<file path="config.mk">
export PLATFORM = sky130hd
export DESIGN_NAME = pipe_hazard_ctrl
export DESIGN_NICKNAME = d
export VERILOG_FILES = /design/src/rtl/pipe_pkg.sv /design/src/rtl/sat_counter.sv /design/src/rtl/pipe_hazard_ctrl.sv
export SDC_FILE = /design/constraint.sdc
export NUM_CORES = 1
export LEC_CHECK = 0
export BUFFER_PORTS_ARGS = -buffer_cell sky130_fd_sc_hd__buf_4
export CAP_MARGIN = 20
export CORE_MARGIN = 8
export CORE_UTILIZATION = 30
export CTS_CLUSTER_SIZE = 40
export DETAILED_ROUTE_END_ITERATION = 8
export PLACE_DENSITY = 0.62
export SLEW_MARGIN = 20
export SYNTH_ARGS = -nofsm -noshare
export SYNTH_HDL_FRONTEND = slang
export SYNTH_SLANG_ARGS = --single-unit
</file>
<file path="constraint.sdc">
create_clock -name clk -period 3.7 [get_ports clk]
set_input_delay 0.555 -clock clk [delete_from_list [all_inputs] [get_ports clk]]
set_output_delay 0.555 -clock clk [all_outputs]
set_load 0.005 [all_outputs]
</file>
<file path="src/rtl/pipe_pkg.sv">
// Shared definitions for the pipeline hazard controller.
// Covers the FSM state encoding, the register-zero constant and the packed control bundle.
package pipe_pkg;

    localparam logic [1:0] RUN      = 2'd0;
    localparam logic [1:0] MEM_WAIT = 2'd1;
    localparam logic [1:0] LU_STALL = 2'd2;

    localparam logic [4:0] REG_ZERO = 5'd0;

    typedef struct packed {
        logic pc_en;
        logic ifid_en;
        logic idexe_en;
        logic exemem_en;
        logic memwb_en;
        logic ifid_flush;
        logic idexe_flush;
        logic exemem_flush;
    } pipe_ctrl_t;

    localparam pipe_ctrl_t CTRL_GO     = 8'b11111_000;
    localparam pipe_ctrl_t CTRL_HOLD   = 8'b00000_000;
    localparam pipe_ctrl_t CTRL_BUBBLE = 8'b00111_010;
    localparam pipe_ctrl_t CTRL_FLUSH  = 8'b11111_111;

endpackage

</file>
<file path="src/rtl/sat_counter.sv">
// Saturating up-counter with synchronous clear; clear wins over increment.
module sat_counter #(
    parameter int W = 16
) (
    input  logic         clk,
    input  logic         rst,
    input  logic         inc,
    input  logic         clr,
    output logic [W-1:0] count
);

    always_ff @(posedge clk or posedge rst) begin
        if (rst) begin
            count <= '0;
        end else if (clr) begin
            count <= '0;
        end else if (inc && (count != '1)) begin
            count <= count + 1'b1;
        end
    end

endmodule

</file>
<file path="src/rtl/pipe_hazard_ctrl.sv">
// Per-cycle hold/advance/flush sequencing of the four pipeline registers.
// Handles load-use stalls, taken-branch flushes and multi-cycle data-memory waits.
module pipe_hazard_ctrl
    import pipe_pkg::*;
#(
    parameter int LU_STALL_CYCLES = 1,
    parameter int MEM_TIMEOUT     = 255,
    parameter int CNT_W           = 16
) (
    input  logic             clk,
    input  logic             rst,
    input  logic [4:0]       id_rs,
    input  logic [4:0]       id_rt,
    input  logic             id_uses_rs,
    input  logic             id_uses_rt,
    input  logic             ewreg,
    input  logic             em2reg,
    input  logic [4:0]       erdrt,
    input  logic             mbranch,
    input  logic             mzero,
    input  logic             mwmem,
    input  logic             mm2reg,
    input  logic             dmem_ready,
    input  logic             perf_clr,
    output logic             pc_en,
    output logic             ifid_en,
    output logic             idexe_en,
    output logic             exemem_en,
    output logic             memwb_en,
    output logic             ifid_flush,
    output logic             idexe_flush,
    output logic             exemem_flush,
    output logic             mem_err,
    output logic [CNT_W-1:0] stall_cnt,
    output logic [CNT_W-1:0] flush_cnt,
    output logic [1:0]       fsm_state
);

    localparam logic [7:0] TIMEOUT = 8'(MEM_TIMEOUT);
    localparam logic [2:0] LU_LAST = 3'(LU_STALL_CYCLES - 1);

    logic [1:0] state, next_state;
    logic [7:0] wait_cnt, wait_nxt;
    logic [2:0] lu_cnt, lu_nxt;
    logic       hazard_lu, mem_busy, taken;
    logic       set_err, flush_evt;
    pipe_ctrl_t ctrl;

    assign hazard_lu = ewreg && em2reg && (erdrt != REG_ZERO) &&
                       ((id_uses_rs && (id_rs == erdrt)) ||
                        (id_uses_rt && (id_rt == erdrt)));
    assign mem_busy  = (mwmem || mm2reg) && !dmem_ready;
    assign taken     = mbranch && mzero;

    // Mealy decode: priority is mem_busy > taken > hazard_lu.
    always_comb begin
        ctrl       = CTRL_GO;
        next_state = state;
        wait_nxt   = wait_cnt;
        lu_nxt     = lu_cnt;
        set_err    = 1'b0;
        flush_evt  = 1'b0;
        case (state)
            RUN: begin
                if (mem_busy) begin
                    ctrl       = CTRL_HOLD;
                    next_state = MEM_WAIT;
                    wait_nxt   = 8'd1;
                end else if (taken) begin
                    ctrl      = CTRL_FLUSH;
                    flush_evt = 1'b1;
                end else if (hazard_lu) begin
                    ctrl = CTRL_BUBBLE;
                    if (LU_STALL_CYCLES > 1) begin
                        next_state = LU_STALL;
                        lu_nxt     = 3'd1;
                    end
                end
            end
            MEM_WAIT: begin
                if (dmem_ready) begin
                    next_state = RUN;
                    wait_nxt   = 8'd0;
                end else if (wait_cnt == TIMEOUT) begin
                    set_err    = 1'b1;
                    next_state = RUN;
                    wait_nxt   = 8'd0;
                end else begin
                    ctrl     = CTRL_HOLD;
                    wait_nxt = wait_cnt + 8'd1;
                end
            end
            LU_STALL: begin
                if (mem_busy) begin
                    ctrl       = CTRL_HOLD;
                    next_state = MEM_WAIT;
                    wait_nxt   = 8'd1;
                    lu_nxt     = 3'd0;
                end else if (taken) begin
                    ctrl       = CTRL_FLUSH;
                    flush_evt  = 1'b1;
                    next_state = RUN;
                    lu_nxt     = 3'd0;
                end else begin
                    ctrl = CTRL_BUBBLE;
                    if (lu_cnt == LU_LAST) begin
                        next_state = RUN;
                        lu_nxt     = 3'd0;
                    end else begin
                        lu_nxt = lu_cnt + 3'd1;
                    end
                end
            end
            default: begin
                next_state = RUN;
            end
        endcase
    end

    always_ff @(posedge clk or posedge rst) begin
        if (rst) begin
            state    <= RUN;
            wait_cnt <= 8'd0;
            lu_cnt   <= 3'd0;
        end else begin
            state    <= next_state;
            wait_cnt <= wait_nxt;
            lu_cnt   <= lu_nxt;
        end
    end

    always_ff @(posedge clk or posedge rst) begin
        if (rst) begin
            mem_err <= 1'b0;
        end else if (perf_clr) begin
            mem_err <= 1'b0;
        end else if (set_err) begin
            mem_err <= 1'b1;
        end
    end

    assign pc_en        = ctrl.pc_en;
    assign ifid_en      = ctrl.ifid_en;
    assign idexe_en     = ctrl.idexe_en;
    assign exemem_en    = ctrl.exemem_en;
    assign memwb_en     = ctrl.memwb_en;
    assign ifid_flush   = ctrl.ifid_flush;
    assign idexe_flush  = ctrl.idexe_flush;
    assign exemem_flush = ctrl.exemem_flush;
    assign fsm_state    = state;

    sat_counter #(.W(CNT_W)) u_stall_cnt (
        .clk   (clk),
        .rst   (rst),
        .inc   (!ctrl.pc_en),
        .clr   (perf_clr),
        .count (stall_cnt)
    );

    sat_counter #(.W(CNT_W)) u_flush_cnt (
        .clk   (clk),
        .rst   (rst),
        .inc   (flush_evt),
        .clr   (perf_clr),
        .count (flush_cnt)
    );

endmodule
</file>
==> flow_metrics.py <==
metrics = {
    "run_status": {
        "result_of_the_run": "complete, no violations",
    },
    "worst_setup_path": {
        "worstSetupPathType": "reg2reg",
        "worst_setup_path_start_kind": "flop",
        "critical_path.max_fanout": 18,
        "worst_r2r_startpoint": "u_stall_cnt.count[0]$_DFFE_PP0P_",
        "critical_path_arrival_ns": 2.75,
        "crit_path_max_incr_delay_ns": 0.50,
        "cp.required_ns": 3.92,
        "path_cells": "ha_1, nand3_1, nor2_1, a32o_2, or3_1, or4_1, a21oi_1",
        "rr_worst_depth": 7,
        "crit_path_end_kind": "flop",
        "r2r-end": "u_stall_cnt.count[11]$_DFFE_PP0P_",
        "setup_slack_of_the_most_critical_reg_to_reg_path_ns": 1.17,
        "critical-path-slowest-cell": "sky130_fd_sc_hd__or3_1",
    },
    "pwr": {
        "clkPwrFrac_pct": 29.4,
        "ir_drop_mv": 0.206,
        "total_power_mw": 1.22,
        "switchingPower_uw": 382,
        "power.density_cell_area_mw_per_mm2": 392,
        "p_sw_share_pct": 31.3,
        "power.share.sequential_pct": 42.8,
        "cell_internal_pwr_uw": 839,
        "leakage_nw": 1.35,
        "pwr-share-comb_pct": 27.9,
    },
    "final_layout": {
        "n_fill_cell": 837,
        "area.sequential_mm2": 0.00105,
        "final_area_mm2": 0.00311,
        "multi_input_comb_area_mm2": 0.00127,
        "layout.core_utilization_pct": 38.9,
        "drive_gt1_share_pct": 24.9,
        "n_antenna_cell": 0,
        "final_nets": 362,
        "layout.cells.non_filler": 438,
        "areaGrowthSynthToFinish_pct": 28.2,
    },
    "die": {
        "ports_placed_on_the_boundary": 70,
        "die_h_um": 106,
        "initial_utilization_pct": 30.3,
        "core_region_area_mm2": 0.00801,
        "placementRows": 33,
        "chipWidth_um": 106,
        "fp.dieArea_mm2": 0.0112,
    },
    "place": {
        "port_buffers": 68,
        "numPlacedInstances": 430,
        "placed_area_mm2": 0.00301,
        "detailedPlacementHpwl_um": 4600,
        "routabilityCongestion": 0.763,
    },
    "timing": {
        "tightestPinTransition_ns": 0.815,
        "timing.final.crit_period_ns": 2.53,
        "slew_headroom_pct": 44.3,
        "clock.fmax_ghz": 0.396,
        "final.setup.tns_ns": 0,
        "number_of_failing_setup_endpoints_in_the_final_timing_report": 0,
        "finalHoldViolCount": 0,
        "final-max-slew-violation-count": 0,
        "fin_crit_sh_pct": 68.3,
        "worst_clock_skew_ns": 0.0114,
        "rsz0062_at_grt": "false",
    },
    "cts": {
        "ctsRootBufferMaster": "sky130_fd_sc_hd__clkbuf_8",
        "insertion_delay_ns": 0.29,
        "cts_setup_buffers": 0,
        "cts_resized": 0,
        "clock_tree_from_tritoncts": "yes",
        "cts_hold_buf": 0,
        "tritoncts.num_buffers": 5,
        "cts.sinks": 42,
        "clock_tree.htree_level_count": 2,
        "clock_path_buffers": 2,
        "clkTransAtPathRegs_ns": 0.08,
    },
    "drt": {
        "post_drt_wl_per_cell_um": 13.9,
        "wl_met1_um": 2760,
        "drt-initial-drc-count": 102,
        "dr_wl_met3_um": 291,
        "wl_um": 6110,
        "drtPass1Iterations": 4,
        "vias": 2227,
        "postRouteAntennaNets": 0,
        "highest_layer": "met4",
        "detail_route.drc_violations": 0,
        "viasPerCell": 5.08,
        "detailroute.wirelength.met2_um": 3010,
    },
    "global_routing": {
        "grt_start_max_net_pins": 43,
        "antenna_violations_before_repair": 0,
        "groute.usage.overall_pct": 10.9,
        "global_route.overflow_total": 0,
        "grt_pass1_wl_um": 10200,
        "number_of_global_route_vias_before_repair": 2033,
    },
    "job": {
        "drv.max_cap_violation_count": 0,
    },
    "worst_hold_path": {
        "worstHoldPathType": "in2async",
    },
    "yosys": {
        "synth_top_area_cell": "sky130_fd_sc_hd__dfrtp_1",
        "syn_avg_cell_area_um2": 9.02,
        "synth_top_area_share_pct": 43.3,
        "synth-main-ff-cell": "sky130_fd_sc_hd__dfrtp_1",
        "synth_seq_area_share_pct": 43.3,
        "synth.top_cells.by_area": "sky130_fd_sc_hd__dfrtp_1 43%, sky130_fd_sc_hd__a21oi_1 5.2%, sky130_fd_sc_hd__xnor2_1 4.7%",
        "synth-edff-count": 0,
        "asyncSetResetFlopFracSynth_pct": 100,
        "synth.ff_latch_count": 42,
        "synth_warnings": 0,
        "netlist_area_mm2": 0.00243,
        "synthDistinctLibCells": 48,
        "synth_cells": 269,
        "postSynthNetCount": 299,
    },
}
## state kept, by name, summed over array words and instances, names as in the netlist
signal and flops:
fsm_state 1, u_flush_cnt.count 16, u_stall_cnt.count 16, wait_cnt 8, mem_err 1
## placed cells by master (no fill, tap or decap), types with 4 or more instances in the layout
cell type / synthesis / final
sky130_fd_sc_hd__inv_1: 7 / 7
sky130_fd_sc_hd__xor2_1: 8 / 8
sky130_fd_sc_hd__or4_1: 11 / 11
sky130_fd_sc_hd__nand3_1: 20 / 20
sky130_fd_sc_hd__xnor2_1: 13 / 13
sky130_fd_sc_hd__or3_1: 9 / 9
sky130_fd_sc_hd__nand2_1: 23 / 23
sky130_fd_sc_hd__o31ai_1: 12 / 12
sky130_fd_sc_hd__and3_1: 4 / 4
sky130_fd_sc_hd__clkbuf_8: 0 / 5
sky130_fd_sc_hd__nand4_1: 9 / 9
sky130_fd_sc_hd__nor2_1: 22 / 22
sky130_fd_sc_hd__buf_4: 6 / 70
sky130_fd_sc_hd__o21ai_0: 8 / 8
sky130_fd_sc_hd__dfrtp_1: 42 / 42
sky130_fd_sc_hd__a21oi_1: 25 / 25
## worst max-delay path: cells and delay by family, from the launching register on
kind | cells | cell delay, ns
adders and majority gates | 1 | 0.23
and+or+nand+nor | 4 | 1.26
AOI/OAI and AO/OA | 2 | 0.55
DFF | 1 | 0.43
## cell type report
class	count	area share [%]
tap	105	4.22
multi-input combinational	205	40.8
timing repair buffer	70	16.9
inverter	8	0.965
clock inverter	1	0.965
clock buffer	7	2.45
sequential	42	33.8
## logic make-up after synthesis
group	share of synthesized area [%]
DFF	43.3
muxes	0.464
xor gates and xnor gates	7.58
other	0.154
and+or+nand+nor	24.6
adders and majority gates	1.55
AOI/OAI and AO/OA	17.9
buffers and inverters	4.43
## how the worst max path moves through the flow
stage / from / to / slack [ns] / cells past startpoint
final: u_stall_cnt.count[0]$_DFFE_PP0P_ / u_stall_cnt.count[11]$_DFFE_PP0P_ / 1.17 / 7
after global routing: u_stall_cnt.count[0]$_DFFE_PP0P_ / u_stall_cnt.count[11]$_DFFE_PP0P_ / 1.02 / 7
after CTS: u_stall_cnt.count[0]$_DFFE_PP0P_ / u_stall_cnt.count[11]$_DFFE_PP0P_ / 1.17 / 7
after detailed placement: mm2reg / u_flush_cnt.count[9]$_DFFE_PP0P_ / 1.09 / 7
after global placement: dmem_ready / u_stall_cnt.count[11]$_DFFE_PP0P_ / 1.14 / 7
after floorplan: u_stall_cnt.count[0]$_DFFE_PP0P_ / u_stall_cnt.count[11]$_DFFE_PP0P_ / 1.40 / 8
## synthesized netlist by cell type (2+ instances only)
cell type                  number
sky130_fd_sc_hd__nor3_1         2
sky130_fd_sc_hd__buf_4          6
sky130_fd_sc_hd__nand3_1       20
sky130_fd_sc_hd__and2_1         3
sky130_fd_sc_hd__or4_1         11
sky130_fd_sc_hd__o21ai_0        8
sky130_fd_sc_hd__clkbuf_1       6
sky130_fd_sc_hd__o31ai_1       12
sky130_fd_sc_hd__nand4_1        9
sky130_fd_sc_hd__o41ai_1        2
sky130_fd_sc_hd__nor2_1        22
sky130_fd_sc_hd__inv_1          7
sky130_fd_sc_hd__a21oi_1       25
sky130_fd_sc_hd__xnor2_1       13
sky130_fd_sc_hd__and3_1         4
sky130_fd_sc_hd__ha_1           3
sky130_fd_sc_hd__dfrtp_1       42
sky130_fd_sc_hd__nand2_1       23
sky130_fd_sc_hd__o22ai_1        2
sky130_fd_sc_hd__nand4b_1       2
sky130_fd_sc_hd__and4_1         2
sky130_fd_sc_hd__buf_2          2
sky130_fd_sc_hd__o21ai_1        3
sky130_fd_sc_hd__xor2_1         8
sky130_fd_sc_hd__or3_1          9
## power by group through the flow
| stage | Sequential [mW] | Combinational [mW] | Clock [mW] |
|---|---|---|---|
| final | 0.522 | 0.340 | 0.359 |
| after global routing | 0.530 | 0.383 | 0.392 |
| after CTS | 0.522 | 0.345 | 0.373 |
| after detailed placement | 0.530 | 0.345 | 0 |
| after global placement | 0.530 | 0.341 | 0 |
| after floorplan | 0.524 | 0.230 | 0 |
## through the flow
| stage | hold slack [ns] | worst slack, ns |
|---|---|---|
| after floorplan | 0.456 | 1.40 |
| after global placement | 0.477 | 1.14 |
| after detailed placement | 0.475 | 1.09 |
| after CTS | 0.425 | 1.17 |
| after global routing | 0.456 | 1.02 |
| final | 0.391 | 1.17 |
## per-layer routing
metal / up-vias / global-route usage (%)
met4: 0 / 2.81
li1: 1111 / -
met3: 5 / 3.21
met2: 45 / 18.0
met1: 1066 / 13.6
met5: - / 0
(Power assumes the default switching activity.)
